$ cat src/rtl/audio_pkg.sv
// rtl/audio_pkg.sv - shared constants and helpers for the serial audio transmitter
//
// Purpose: format encodings, bit-counter sizing and a constant log2 helper
// used by audio_i2s_tx and audio_tx_fifo.
// Ports: none (package).
// Optional feature macro used by the top: AUDIO_TX_UNDERRUN_CNT_EN.

package audio_pkg;

  localparam logic FMT_I2S = 1'b0;
  localparam logic FMT_RJ  = 1'b1;

  localparam int              CNT_W   = 6;
  localparam logic [CNT_W-1:0] CNT_MAX = 6'd63;

  // Smallest r with 2**r >= value; bounded loop so it elaborates as a constant.
  function automatic int clog2(input int value);
    int r;
    r = 0;
    for (int i = 0; i < 31; i++) begin
      if ((1 << i) < value) begin
        r = i + 1;
      end
    end
    return r;
  endfunction

endpackage

$ cat src/rtl/audio_tx_fifo.sv
// rtl/audio_tx_fifo.sv - single-clock stereo frame FIFO for the audio transmitter
//
// Purpose: DEPTH x WIDTH frame store between user logic and the LRC-timed
// serialiser. Write side is valid/ready, read side is pop/empty with the head
// word presented combinationally.
// Ports:
//   aud_bclk  in   clock
//   rst_n     in   asynchronous active-low reset (empties the FIFO)
//   wr_valid  in   write request
//   wr_ready  out  not full; a write is taken only when both are high
//   wr_data   in   WIDTH-bit frame
//   rd_pop    in   pop request (ignored while empty)
//   rd_empty  out  no frames stored
//   rd_data   out  head frame

module audio_tx_fifo
  import audio_pkg::*;
#(
  parameter int WIDTH = 48,
  parameter int DEPTH = 4
) (
  input  logic             aud_bclk,
  input  logic             rst_n,
  input  logic             wr_valid,
  output logic             wr_ready,
  input  logic [WIDTH-1:0] wr_data,
  input  logic             rd_pop,
  output logic             rd_empty,
  output logic [WIDTH-1:0] rd_data
);

  localparam int PTR_W    = clog2(DEPTH);
  localparam int CNT_BITS = PTR_W + 1;
  localparam logic [CNT_BITS-1:0] FULL_CNT = CNT_BITS'(DEPTH);

  logic [WIDTH-1:0]    mem [DEPTH];
  logic [PTR_W-1:0]    wr_ptr;
  logic [PTR_W-1:0]    rd_ptr;
  logic [CNT_BITS-1:0] count;
  logic                do_push;
  logic                do_pop;

  // A full FIFO refuses writes even when a pop happens in the same cycle,
  // and an empty FIFO never forwards a same-cycle write to the read side.
  assign wr_ready = (count != FULL_CNT);
  assign rd_empty = (count == '0);
  assign do_push  = wr_valid && wr_ready;
  assign do_pop   = rd_pop && !rd_empty;
  assign rd_data  = mem[rd_ptr];

  always_ff @(posedge aud_bclk) begin
    if (do_push) begin
      mem[wr_ptr] <= wr_data;
    end
  end

  // Pointers wrap naturally because DEPTH is a power of two.
  always_ff @(posedge aud_bclk or negedge rst_n) begin
    if (!rst_n) begin
      wr_ptr <= '0;
      rd_ptr <= '0;
      count  <= '0;
    end else begin
      if (do_push) begin
        wr_ptr <= wr_ptr + 1'b1;
      end
      if (do_pop) begin
        rd_ptr <= rd_ptr + 1'b1;
      end
      if (do_push && !do_pop) begin
        count <= count + 1'b1;
      end else if (do_pop && !do_push) begin
        count <= count - 1'b1;
      end
    end
  end

endmodule

$ cat src/rtl/audio_i2s_tx.sv
// rtl/audio_i2s_tx.sv - I2S / right-justified serial audio transmitter (codec slave)
//
// Purpose: accepts stereo frames through a FIFO and serialises them onto the
// codec DAC pin, timed by the codec's aud_bclk and aud_lrc.
// Optional feature: define AUDIO_TX_UNDERRUN_CNT_EN to add a saturating
// underrun counter (underrun_cnt) with a synchronous clear (underrun_clr).
// Ports:
//   aud_bclk      in   codec bit clock, sole clock
//   rst_n         in   asynchronous active-low reset
//   aud_lrc       in   LR clock, 0 = left, 1 = right
//   fmt           in   0 = I2S, 1 = right-justified; latched at left edge
//   in_valid      in   frame present
//   in_ready      out  FIFO not full
//   in_left       in   WL-bit left sample
//   in_right      in   WL-bit right sample
//   aud_dacdat    out  serial data, updated on falling aud_bclk
//   tx_done       out  pulse: a channel word slot has ended
//   tx_ch         out  channel tx_done refers to (0 = L, 1 = R)
//   underrun      out  pulse: left-edge pop found FIFO empty
//   underrun_clr  in   (optional) clear the underrun counter
//   underrun_cnt  out  (optional) saturating underrun count

module audio_i2s_tx
  import audio_pkg::*;
#(
  parameter int WL              = 24,
  parameter int SLOT            = 32,
  parameter int DEPTH           = 4,
  parameter int UNDERRUN_REPEAT = 0
) (
  input  logic          aud_bclk,
  input  logic          rst_n,
  input  logic          aud_lrc,
  input  logic          fmt,
  input  logic          in_valid,
  output logic          in_ready,
  input  logic [WL-1:0] in_left,
  input  logic [WL-1:0] in_right,
  output logic          aud_dacdat,
  output logic          tx_done,
  output logic          tx_ch,
  output logic          underrun
`ifdef AUDIO_TX_UNDERRUN_CNT_EN
  ,
  input  logic [0:0]    underrun_clr,
  output logic [15:0]   underrun_cnt
`endif
);

  localparam int OFF   = SLOT - WL;
  localparam int IDX_W = clog2(WL);

  logic             lrc_d0;
  logic             lrc_edge;
  logic             left_edge;
  logic             right_edge;
  logic [CNT_W-1:0] cnt;
  logic [WL-1:0]    hold_l;
  logic [WL-1:0]    hold_r;
  logic [WL-1:0]    shift_q;
  logic             fmt_q;
  logic             armed;
  logic             fifo_empty;
  logic [2*WL-1:0]  fifo_head;
  logic [WL-1:0]    head_l;
  logic [WL-1:0]    head_r;
  logic             dac_next;
  logic [IDX_W-1:0] bit_idx;
  int               cnt_i;

  audio_tx_fifo #(
    .WIDTH (2*WL),
    .DEPTH (DEPTH)
  ) u_fifo (
    .aud_bclk (aud_bclk),
    .rst_n    (rst_n),
    .wr_valid (in_valid),
    .wr_ready (in_ready),
    .wr_data  ({in_left, in_right}),
    .rd_pop   (left_edge),
    .rd_empty (fifo_empty),
    .rd_data  (fifo_head)
  );

  assign head_l = fifo_head[2*WL-1:WL];
  assign head_r = fifo_head[WL-1:0];

  // lrc_d0 resets low, so an LRC already high at release is seen as an edge.
  assign lrc_edge   = aud_lrc ^ lrc_d0;
  assign left_edge  = lrc_edge && !aud_lrc;
  assign right_edge = lrc_edge && aud_lrc;

  always_ff @(posedge aud_bclk or negedge rst_n) begin
    if (!rst_n) begin
      lrc_d0 <= 1'b0;
      cnt    <= '0;
    end else begin
      lrc_d0 <= aud_lrc;
      if (lrc_edge) begin
        cnt <= '0;
      end else if (cnt != CNT_MAX) begin
        cnt <= cnt + 1'b1;
      end
    end
  end

  // The whole stereo frame is taken at the left edge; the right word comes
  // from hold_r so a frame is never split across two FIFO entries.
  always_ff @(posedge aud_bclk or negedge rst_n) begin
    if (!rst_n) begin
      hold_l   <= '0;
      hold_r   <= '0;
      shift_q  <= '0;
      fmt_q    <= FMT_I2S;
      underrun <= 1'b0;
    end else begin
      underrun <= left_edge && fifo_empty;
      if (left_edge) begin
        fmt_q <= fmt;
        if (!fifo_empty) begin
          hold_l  <= head_l;
          hold_r  <= head_r;
          shift_q <= head_l;
        end else if (UNDERRUN_REPEAT != 0) begin
          shift_q <= hold_l;
        end else begin
          hold_l  <= '0;
          hold_r  <= '0;
          shift_q <= '0;
        end
      end else if (right_edge) begin
        shift_q <= hold_r;
      end
    end
  end

  // The first edge after reset only arms reporting: the slot that preceded
  // it was never transmitted by this block.
  always_ff @(posedge aud_bclk or negedge rst_n) begin
    if (!rst_n) begin
      armed   <= 1'b0;
      tx_done <= 1'b0;
      tx_ch   <= 1'b0;
    end else begin
      tx_done <= lrc_edge && armed;
      if (lrc_edge) begin
        armed <= 1'b1;
        tx_ch <= !aud_lrc;
      end
    end
  end

  // Bit selection by slot position. The word register is indexed rather than
  // shifted, so a short LRC half-period simply stops partway through the word.
  always_comb begin
    dac_next = 1'b0;
    bit_idx  = '0;
    cnt_i    = int'(cnt);
    case (fmt_q)
      FMT_I2S: begin
        if (cnt_i < WL) begin
          bit_idx  = IDX_W'(WL - 1 - cnt_i);
          dac_next = shift_q[bit_idx];
        end
      end
      FMT_RJ: begin
        if (cnt_i < OFF) begin
          dac_next = shift_q[WL-1];
        end else if (cnt_i < SLOT) begin
          bit_idx  = IDX_W'(WL - 1 - (cnt_i - OFF));
          dac_next = shift_q[bit_idx];
        end
      end
      default: dac_next = 1'b0;
    endcase
  end

  // Falling-edge launch gives the codec a full half period of setup before
  // it samples on the rising edge.
  always_ff @(negedge aud_bclk or negedge rst_n) begin
    if (!rst_n) begin
      aud_dacdat <= 1'b0;
    end else begin
      aud_dacdat <= dac_next;
    end
  end

`ifdef AUDIO_TX_UNDERRUN_CNT_EN
  always_ff @(posedge aud_bclk or negedge rst_n) begin
    if (!rst_n) begin
      underrun_cnt <= '0;
    end else if (underrun_clr[0]) begin
      underrun_cnt <= '0;
    end else if (underrun && (underrun_cnt != 16'hFFFF)) begin
      underrun_cnt <= underrun_cnt + 16'd1;
    end
  end
`endif

endmodule

$ cat config.mk
export PLATFORM = sky130hd
export DESIGN_NAME = audio_i2s_tx
export DESIGN_NICKNAME = d
export VERILOG_FILES = /design/src/rtl/audio_pkg.sv /design/src/rtl/audio_tx_fifo.sv /design/src/rtl/audio_i2s_tx.sv
export SDC_FILE = /design/constraint.sdc
export NUM_CORES = 1
export LEC_CHECK = 0
export ABC_AREA = 0
export CAP_MARGIN = 20
export CORE_ASPECT_RATIO = 1.25
export CORE_MARGIN = 8
export CORE_UTILIZATION = 45
export CTS_BUF_LIST = sky130_fd_sc_hd__clkbuf_8 sky130_fd_sc_hd__clkbuf_16
export CTS_CLUSTER_DIAMETER = 40
export CTS_CLUSTER_SIZE = 10
export DETAILED_ROUTE_END_ITERATION = 10
export GPL_ROUTABILITY_DRIVEN = 0
export PLACE_DENSITY = 0.61
export SLEW_MARGIN = 20
export SYNTH_ARGS = -nofsm -noshare
export SYNTH_HDL_FRONTEND = slang
export SYNTH_HIERARCHICAL = 1
export SYNTH_SLANG_ARGS = --single-unit
$ cat constraint.sdc
create_clock -name aud_bclk -period 7.5 [get_ports aud_bclk]
set_clock_uncertainty 0.1 [all_clocks]
set_input_delay 1.125 -clock aud_bclk [delete_from_list [all_inputs] [get_ports aud_bclk]]
set_output_delay 1.125 -clock aud_bclk [all_outputs]
set_load 0.01 [all_outputs]
---- Yosys cells after proc, flatten, opt, wreduce, memory -nomap -nowiden ----
Memories as Yosys holds them, arrays and structs flattened.
Index checks and enable logic that the tools add are counted.
cells by class
  $add $sub $neg .......................... 8
  magnitude comparators ................... 5
  eq/ne operators ......................... 2
  mux-type cells .......................... 18
  bitwise operators ....................... 2
  reduce and logical (&&, ||, !) cells .... 16
operators by type and width
  operator                                             count
  2-to-1 mux 24 bit                                    4
  < comparator 5 x 6 -> 1 bit (second input constant)  2
  2-to-1 mux 6 bit                                     2
  binary-select mux 1 bit (select 5 bit)               2
  subtractor 5 bit (first input constant)              2
  logical AND 1 bit                                    8
  2-to-1 mux 1 bit                                     7
  adder 6 x 1 -> 6 bit (second input constant)         1
  < comparator 6 x 4 -> 1 bit (second input constant)  1
  < comparator 6 x 5 -> 1 bit (second input constant)  1
  < comparator 6 bit (second input constant)           1
  2-to-1 mux 3 bit                                     2
  inequality test 6 bit (second input constant)        1
  nonzero test 2 bit                                   3
  subtractor 5 x 4 -> 5 bit (second input constant)    1
  adder 2 x 1 -> 2 bit (second input constant)         2
  logical NOT 1 bit                                    4
  adder 3 x 1 -> 3 bit (second input constant)         1
  logical NOT 3 bit                                    1
  inequality test 3 bit (second input constant)        1
  subtractor 3 x 1 -> 3 bit (second input constant)    1
  case mux 1 bit (2 select lines)                      1
  inverter 1 bit                                       1
  XOR 1 bit                                            1
storage, ports and cells
  register bits after elaboration ......... 68
  memory bits (writable) .................. 192
  input bits .............................. 53
  output and inout bits ................... 5
  logic and storage cells ................. 65
  memories ................................ 1
memories
  memory      depth  bits a word  read ports  clocked after Yosys merged registers in  wr ports  line                 RTL
  u_fifo.mem  4      48           1           0                                        1         audio_tx_fifo.sv:36  logic [WIDTH-1:0] mem [DEPTH];

---- Logic depth before layout (Yosys ltp) ----
Gate-level depths: netlist of run 1.
  depth after elaboration ................. 7
  depth in mapped cells ................... 9
  depth with buffers taken out ............ 9

---- By module ----
Netlist of run 1, hierarchy kept.
by module, submodules not included
  module         times used  cells each  area an instance (um^2)
  audio_tx_fifo  1           287         7395.8
  audio_i2s_tx   1           263         2753.9

==> results.json, run 1 <==
{
  "diodes": 0,
  "start_util_pct": 45.7,
  "core_area_um2": 22200,
  "rsz0062_at_grt": "no",
  "dpl_worst_slack_ns": 1.61,
  "grt_pass1_wl_um": 31000,
  "antenna_found_initial": 0,
  "avgViaCountPerCell": 5.41,
  "yosys-top-cells-count": "192 x edfxtp_1, 67 x dfrtp_1, 48 x mux4_2",
  "report.power.total_mw": 4.70,
  "critPathBufInv": 1,
  "holdBufCountCts": 0,
  "antenna_left": 0,
  "insertion_delay_ns": 0.51,
  "worstPathCellList": "clkdlybuf4s50_1",
  "htreeDepth": 2,
  "sequentialPowerShare_pct": 44.1,
  "cp_data_arrival_time_ns": 5.16,
  "r2r_cells": 5,
  "netlist.area_leader.share_pct": 56.8,
  "nets": 690,
  "post_cts_buffers": 0,
  "place_hpwl_um": 11200,
  "setup-violations-final": 0,
  "switching_share_pct": 27.0,
  "grt_max_degree": 68,
  "syn_area_um2": 10100,
  "area_growth_syn_to_layout_pct": 19.1,
  "final_core_utilization_pct": 54.4,
  "die-area_um2": 27600,
  "synth_most_common_cell": "edfxtp_1",
  "slew_violations": 0,
  "grt-ovfl-total": 0,
  "p_clk_share_pct": 33.5,
  "outcome": "finished, final reports clean",
  "leakagePower_nw": 4.49,
  "io_buffers": 57,
  "num_vias": 5075,
  "synth-main-ff-cell": "edfxtp_1",
  "cts.repair.resized": 0,
  "tightestPinTransition_ns": 0.911,
  "io_pins": 58,
  "peakVddDrop_uv": 278,
  "maxCapViolCount": 0,
  "power_density_nw_per_um2": 389,
  "syn_nets": 612,
  "intPower_mw": 3.43,
  "crit_type": "reg2out",
  "syn_inst": 550,
  "ys_types": 40,
  "drc": 0,
  "die_h_um": 184,
  "ys_ff_latch": 260,
  "slew-limit-headroom_pct": 39.3,
  "clock-sinks": 260,
  "rows": 61,
  "netlist_top_cells_area": "edfxtp_1 57%, dfrtp_1 17%, mux4_2 11%",
  "hold_viol": 0,
  "wl_um": 19300,
  "critPathLaunchType": "flip-flop",
  "p_sw_mw": 1.27,
  "grt_pass1_vias": 5534,
  "die_w_um": 150,
  "fin_ws_ns": 1.12,
  "initialDrtViolationCount": 368,
  "critPathTopFamily": "buffers and inverters",
  "detail_route.wl_per_cell_um": 20.6,
  "placed_area_um2": 10900,
  "setup.worst_path.end_class": "output port",
  "crit_required_ns": 6.27,
  "cts_buffers": 36,
  "grtUsageTotal_pct": 14.6,
  "detailedRoute.firstPassIterationCount": 4,
  "synth_largest_area_cell": "edfxtp_1",
  "clkSlewWorstSetupHoldPaths_ns": 0.05,
  "critical_path_depth": 1,
  "clock_path_buffers": 3,
  "yosysWarnings": 6,
  "post-route-cell-area_um2": 12100,
  "async_reset_ff_share_pct": 26.2,
  "comb_power_share_pct": 22.4,
  "min_path_cells": 1,
  "clockRootBuffer": "clkbuf_16",
  "crit_fanout": 1,
  "setup_tns_ns": 0,
  "cts_tree": "yes",
  "slowest_delay_ns": 0.53,
  "yosysSeqAreaShare_pct": 73.6,
  "syn_area_per_cell_um2": 18.5,
  "slowest_stage": "clkdlybuf4s50_1",
  "synth_edf_count": 192,
  "hold_path_class": "reg2reg",
  "drive_above_1_share_pct": 18.3
}
-- cells in the final DEF, fill, tap and decap left out, drive strengths merged, types with 2 or more instances in the layout --
master and instances:
nand3 8, dfrtp 67, a21oi 27, mux2 3
nor2b 29, mux4 48, and2 6, a311oi 2
bufinv 3, ha 8, a22oi 3, a21o 24
clkinv 7, nor2 6, xnor2 5, clkdlybuf4s50 56
buf 11, mux2i 13, inv 23, o21ai 27
edfxtp 192, clkbuf 37, xor2 2, nand2 31
-- metal layers --
metal / track usage [%] / vias up / wire, um
li1: - / 2298 / -
met1: 19.2 / 2639 / 8490
met2: 23.7 / 101 / 9680
met3: 3.05 / 37 / 730
met4: 5.05 / 0 / 427
met5: 0 / - / 0
-- logic make-up (layout without fill, tap and decap cells) --
family          after synthesis  count (layout)  share of synthesized area, %
flops                       260             260                          73.6
simple gates                 88              88                          4.52
compound gates               89              89                          5.37
fa+ha+maj                     9               9                          1.18
xor+xnor                      7               7                         0.604
mux                          64              64                          12.3
buf+inv                      33             138                          2.48
-- layout make-up --
class	instances	area [um2]
clock buffer	37	915
clock inverter	28	221
fill	1718	10100
inverter	6	22.5
multi-input combinational	257	2440
sequential	260	7470
tap	283	354
timing repair buffer	67	661
-- sequential cells by signal, indices dropped and copies added (netlist names), 2 cells and up --
name	count
shift_q	24
u_fifo/rd_ptr	2
u_fifo/wr_ptr	2
hold_r	24
u_fifo/count	3
cnt	6
u_fifo/mem	192
-- stage by stage --
| stage | hold WS [ns] | cells |
|---|---|---|
| 3_5_place_dp | 0.363 | 872 |
| 4_1_cts | 0.377 | 937 |
| 5_1_grt | 0.408 | 938 |
| 2_1_floorplan | 0.326 | 550 |
| 6_report | 0.374 | 938 |
| 3_3_place_gp | 0.343 | 872 |
-- power groups by stage --
stage	sequential [mW]	combinational (mW)	clock, mW
after floorplan	2.04	0.848	0
after detailed placement	2.16	0.999	0
after CTS	2.14	1.01	1.62
after global placement	2.15	0.982	0
after global routing	2.11	1.16	1.67
final	2.07	1.05	1.58
-- final timing paths --
path	start	endpoint	slack, ns
setup / recovery	aud_dacdat	aud_dacdat	1.12
hold reg to reg	armed	armed	0.37
max in group asynchronous	rst_n	aud_dacdat	3.21
hold / removal	armed	armed	0.37
min in group asynchronous	rst_n	shift_q[1]	0.81
setup reg to reg	cnt[0]	aud_dacdat	1.73
No activity file was read; power rests on OpenSTA's default activity.
==> run 2: changes to the inputs <==
--- a/config.mk
+++ b/config.mk
@@ -6,12 +6,10 @@
 export NUM_CORES = 1
 export LEC_CHECK = 0
 export ABC_AREA = 0
-export CAP_MARGIN = 20
 export CORE_ASPECT_RATIO = 1.25
 export CORE_MARGIN = 8
 export CORE_UTILIZATION = 45
 export CTS_BUF_LIST = sky130_fd_sc_hd__clkbuf_8 sky130_fd_sc_hd__clkbuf_16
-export CTS_CLUSTER_DIAMETER = 40
 export CTS_CLUSTER_SIZE = 10
 export DETAILED_ROUTE_END_ITERATION = 10
 export GPL_ROUTABILITY_DRIVEN = 0
@@ -21,3 +19,4 @@
 export SYNTH_HDL_FRONTEND = slang
 export SYNTH_HIERARCHICAL = 1
 export SYNTH_SLANG_ARGS = --single-unit
+export TNS_END_PERCENT = 50
==> run 2 against run 1 <==
Critical path depth unchanged. Sequential power about the same. First-iteration DRC count down 4.3%. Largest power group unchanged. Sequential share of layout area grew 1.7 points. Critical endpoint unchanged. Final area decreased by 2.6%.
==> results.json, run 2 (synthesis gave the netlist of run 1 again) <==
{
  "outcome": "finished, final reports clean",
  "grt-ovfl-total": 0,
  "grtUsageTotal_pct": 14.1,
  "die_h_um": 184,
  "largest_register_ffs": 192,
  "area_growth_syn_to_layout_pct": 16.0,
  "cts_tree": "yes",
  "fillCellCount": 1766,
  "holdBufCountCts": 0,
  "cts_buffers": 29,
  "core_area_um2": 22200,
  "leakagePower_nw": 4.37,
  "detail_route.wl_per_cell_um": 20.4,
  "avgViaCountPerCell": 5.39,
  "layout_commonest_cell": "edfxtp_1",
  "rows": 61,
  "htreeDepth": 1,
  "reg2reg_from": "cnt[0]",
  "initialDrtViolationCount": 352,
  "die-area_um2": 27600,
  "antenna_left": 0,
  "detailedRoute.firstPassIterationCount": 4,
  "intPower_mw": 3.13,
  "insertion_delay_ns": 0.52,
  "power_density_nw_per_um2": 367,
  "drc": 0,
  "clkSlewWorstSetupHoldPaths_ns": 0.06,
  "rsz0062_at_grt": "no",
  "clock_path_buffers": 3,
  "worstPathCellList": "clkdlybuf4s50_1",
  "cp_data_arrival_time_ns": 5.19,
  "slew-limit-headroom_pct": 39.9,
  "regToRegSetupSlack_ns": 1.76,
  "setup-violations-final": 0,
  "crit_fanout": 1,
  "maxCapViolCount": 0,
  "sequentialPowerShare_pct": 48.0,
  "r2r-end": "aud_dacdat",
  "top_regs": "u_fifo/mem x192, hold_r x24, shift_q x24",
  "drive_above_1_share_pct": 15.9,
  "post_cts_buffers": 0,
  "setup.worst_path.end_class": "output port",
  "clockRootBuffer": "clkbuf_16",
  "comb_power_share_pct": 24.3,
  "p_sw_mw": 1.18,
  "start_util_pct": 45.7,
  "grt_pass1_vias": 5381,
  "diodes": 0,
  "crit_required_ns": 6.27,
  "min_path_cells": 1,
  "hold_path_class": "reg2reg",
  "critPathTopFamily": "buffers and inverters",
  "critPathBufInv": 1,
  "final_core_utilization_pct": 53.0,
  "hold_viol": 0,
  "io_buffers": 57,
  "grt_max_degree": 68,
  "switching_share_pct": 27.5,
  "r2r_cells": 5,
  "slew_violations": 0,
  "die_w_um": 150,
  "regMostFlops": "u_fifo/mem",
  "critPathLaunchType": "flip-flop",
  "slowest_delay_ns": 0.53,
  "crit_type": "reg2out",
  "num_vias": 4990,
  "hold-path-endpoint": "armed",
  "grt_pass1_wl_um": 30200,
  "place_hpwl_um": 11200,
  "wl_um": 18900,
  "slowest_stage": "clkdlybuf4s50_1",
  "setup_tns_ns": 0,
  "antenna_found_initial": 0,
  "io_pins": 58,
  "clock-sinks": 260,
  "nets": 683,
  "most-common-layout-cells": "192 x edfxtp_1, 65 x dfrtp_1, 56 x clkdlybuf4s50_1",
  "p_clk_share_pct": 27.7,
  "peakVddDrop_uv": 185,
  "cts.repair.resized": 0,
  "min-delay-start": "armed",
  "tightestPinTransition_ns": 0.901
}
run 2: cell count changes in the layout (fill, tap and decap cells not counted), moves of 2 or more:
cell	change
inv_1	+9
clkbuf_16	-7
bufinv_16	-3
clkinv_1	-3
clkinv_4	-2
inv_6	-2
run 2: how the worst max path moves through the flow:
stage | from | end | slack (ns) | cells past startpoint
finish | aud_dacdat | aud_dacdat | 1.09 | 1
global route | aud_dacdat | aud_dacdat | 1.04 | 1
CTS | aud_dacdat | aud_dacdat | 1.06 | 1
detailed placement | aud_dacdat | aud_dacdat | 1.61 | 1
global placement | aud_dacdat | aud_dacdat | 1.63 | 1
floorplan | aud_dacdat | aud_dacdat | 2.11 | 0
run 2: area by class of cell:
| class | count | area, um2 | area share [%] |
|---|---|---|---|
| Tap cell | 283 | 354 | 3.01 |
| Inverter | 6 | 22.5 | 0.191 |
| Multi-Input combinational cell | 257 | 2440 | 20.8 |
| Sequential cell | 260 | 7470 | 63.5 |
| Timing Repair Buffer | 67 | 661 | 5.61 |
| Clock buffer | 29 | 726 | 6.17 |
| Clock inverter | 24 | 90.1 | 0.765 |
run 2: stage by stage:
stage / power (mW) / cells / cell area (um2) / setup slack, ns / hold WS, ns
after floorplan: 2.89 / 550 / 10100 / 2.11 / 0.326
after global placement: 3.13 / 872 / 10900 / 1.63 / 0.343
after detailed placement: 3.16 / 872 / 10900 / 1.61 / 0.363
after CTS: 4.37 / 925 / 11700 / 1.06 / 0.380
after global routing: 4.55 / 926 / 11800 / 1.04 / 0.410
final: 4.31 / 926 / 11800 / 1.09 / 0.374
run 2: power groups by stage:
stage	sequential (mW)	clock [mW]	combinational (mW)
floorplan	2.04	0	0.848
global placement	2.15	0	0.982
detailed placement	2.16	0	0.999
CTS	2.13	1.23	1.00
global route	2.11	1.29	1.16
finish	2.07	1.19	1.05
run 2: layer usage:
layer  vias up  track usage, %  part of all wire [%]
met5         -               0                     0
met4         0            4.21                   1.9
met3        28            2.22                   3.9
met2        92            23.4                    51
met1      2592            18.7                    44
li1       2278               -                     -
==> run 3: changes to the inputs <==
--- a/config.mk
+++ b/config.mk
@@ -14,6 +14,7 @@
 export DETAILED_ROUTE_END_ITERATION = 10
 export GPL_ROUTABILITY_DRIVEN = 0
 export PLACE_DENSITY = 0.61
+export SKIP_LAST_GASP = 1
 export SLEW_MARGIN = 20
 export SYNTH_ARGS = -nofsm -noshare
 export SYNTH_HDL_FRONTEND = slang
==> constraint.sdc (replaced) <==
create_clock -name aud_bclk -period 7.52 [get_ports aud_bclk]
set_clock_uncertainty 0.1 [all_clocks]
set_input_delay 1.128 -clock aud_bclk [delete_from_list [all_inputs] [get_ports aud_bclk]]
set_output_delay 1.128 -clock aud_bclk [all_outputs]
set_load 0.01 [all_outputs]
==> run 3 against run 2 <==
Non-clock buffer count did not move. Combinational power barely moved. Routed wire length shrank 1.7%. Final cell count unchanged. Sequential power about the same. Register-to-register slack lost 0.02 ns. Clock power is essentially flat. Hold slack got worse by 0.018 ns. Worst setup slack improved by 0.028 ns. Sequential share of layout area did not move. Final area unchanged. Critical path type unchanged. Critical endpoint unchanged.
==> results.json, run 3 (synthesis gave the netlist of run 1 again) <==
{
  "crit_fanout": 1,
  "most-common-layout-cells": "192 x edfxtp_1, 65 x dfrtp_1, 56 x clkdlybuf4s50_1",
  "wl_um": 18600,
  "top_regs": "u_fifo/mem x192, hold_r x24, shift_q x24",
  "nets": 683,
  "outcome": "finished, final reports clean",
  "largest_register_ffs": 192,
  "setup-violations-final": 0,
  "slowest_stage": "clkdlybuf4s50_1",
  "grt.busiest_layer": "met2",
  "clockRootBuffer": "clkbuf_16",
  "slew_violations": 0,
  "peakVddDrop_uv": 233,
  "setup.worst_path.end_class": "output port",
  "tightestPinTransition_ns": 0.925,
  "die_h_um": 184,
  "rsz0062_at_grt": "no",
  "cts.repair.resized": 0,
  "slew-limit-headroom_pct": 38.4,
  "power_density_nw_per_um2": 365,
  "antenna_left": 0,
  "seqCellArea_um2": 7470,
  "critPathTopFamily": "buffers and inverters",
  "drive_above_1_share_pct": 15.9,
  "sequentialPowerShare_pct": 48.1,
  "area_growth_syn_to_layout_pct": 16.0,
  "worstPathCellList": "clkdlybuf4s50_1",
  "initialDrtViolationCount": 487,
  "crit_required_ns": 6.29,
  "met1_usage_pct": 18.5,
  "layout_commonest_cell": "edfxtp_1",
  "cts_buffers": 29,
  "critPathBufInv": 1,
  "grt_util_met2_pct": 23.2,
  "hold_path_class": "reg2reg",
  "io_pins": 58,
  "critPathLaunchType": "flip-flop",
  "slowest_delay_ns": 0.53,
  "detail_route.wl_per_cell_um": 20.1,
  "antenna_found_initial": 0,
  "p_sw_mw": 1.17,
  "clkSlewWorstSetupHoldPaths_ns": 0.06,
  "fillCellCount": 1757,
  "rows": 61,
  "io_buffers": 57,
  "globalRouteMet3Util_pct": 2.39,
  "maxCapViolCount": 0,
  "clock-sinks": 260,
  "regMostFlops": "u_fifo/mem",
  "multiInputGateArea_um2": 2440,
  "grt_max_degree": 68,
  "holdBufCountCts": 0,
  "avgViaCountPerCell": 5.37,
  "post-route-cell-area_um2": 11800,
  "crit_type": "reg2out",
  "core_area_um2": 22200,
  "clock_path_buffers": 3,
  "grtUsageTotal_pct": 13.9,
  "switching_share_pct": 27.3,
  "cp_data_arrival_time_ns": 5.18,
  "report.power.total_mw": 4.30,
  "p_clk_share_pct": 27.7,
  "grt_pass1_vias": 5327,
  "hold_viol": 0,
  "min-delay-start": "armed",
  "hold_slack_ns": 0.355,
  "cts_tree": "yes",
  "die-area_um2": 27600,
  "critPathLaunch": "aud_dacdat",
  "leakagePower_nw": 4.37,
  "insertion_delay_ns": 0.52,
  "final_core_utilization_pct": 53.0,
  "diodes": 0,
  "setup_tns_ns": 0,
  "grt-ovfl-total": 0,
  "comb_power_share_pct": 24.3,
  "post_cts_buffers": 0,
  "placed_area_um2": 10900,
  "drc": 0,
  "grt_pass1_wl_um": 29700,
  "detailedRoute.firstPassIterationCount": 4,
  "die_w_um": 150,
  "num_vias": 4975,
  "start_util_pct": 45.7,
  "htreeDepth": 1,
  "reg2reg_from": "cnt[0]",
  "place_hpwl_um": 11000,
  "intPower_mw": 3.12
}
## run 3: cell counts in the layout (fill, tap and decap cells not counted)
Identical to the previous run, type by type.
## run 3: layout make-up
class / instances / area share [%]
clock buffers: 29 / 6.17
clock inverters: 24 / 0.765
inverters: 6 / 0.191
multi-input cells: 257 / 20.8
flip-flops and latches: 260 / 63.5
well taps: 283 / 3.01
repair buffers: 67 / 5.61
## run 3: layer usage
| layer | wire, um | vias to the layer above |
|---|---|---|
| li1 | - | 2280 |
| met1 | 8170 | 2561 |
| met2 | 9380 | 109 |
| met3 | 782 | 25 |
| met4 | 272 | 0 |
| met5 | 0 | - |
## run 3: power by group through the flow
| stage | Combinational [mW] | Sequential, mW | Clock (mW) |
|---|---|---|---|
| finish | 1.04 | 2.06 | 1.19 |
| global route | 1.15 | 2.10 | 1.28 |
| CTS | 1.00 | 2.13 | 1.22 |
| detailed placement | 0.999 | 2.16 | 0 |
| global placement | 0.980 | 2.14 | 0 |
| floorplan | 0.846 | 2.04 | 0 |
## run 3: path summary, 6_finish.rpt
check	slack, ns	cells after the start	endpoint
min	0.36	1	armed
max reg2reg	1.74	5	aud_dacdat
max	1.11	1	aud_dacdat
min reg2reg	0.36	1	armed
max in group asynchronous	3.25	1	aud_dacdat
min in group asynchronous	0.76	2	hold_r[22]
## run 3: per-stage QoR
stage	std cells	setup WS, ns
finish	926	1.11
global route	926	1.05
CTS	925	1.08
detailed placement	872	1.64
global placement	872	1.63
floorplan	550	2.12
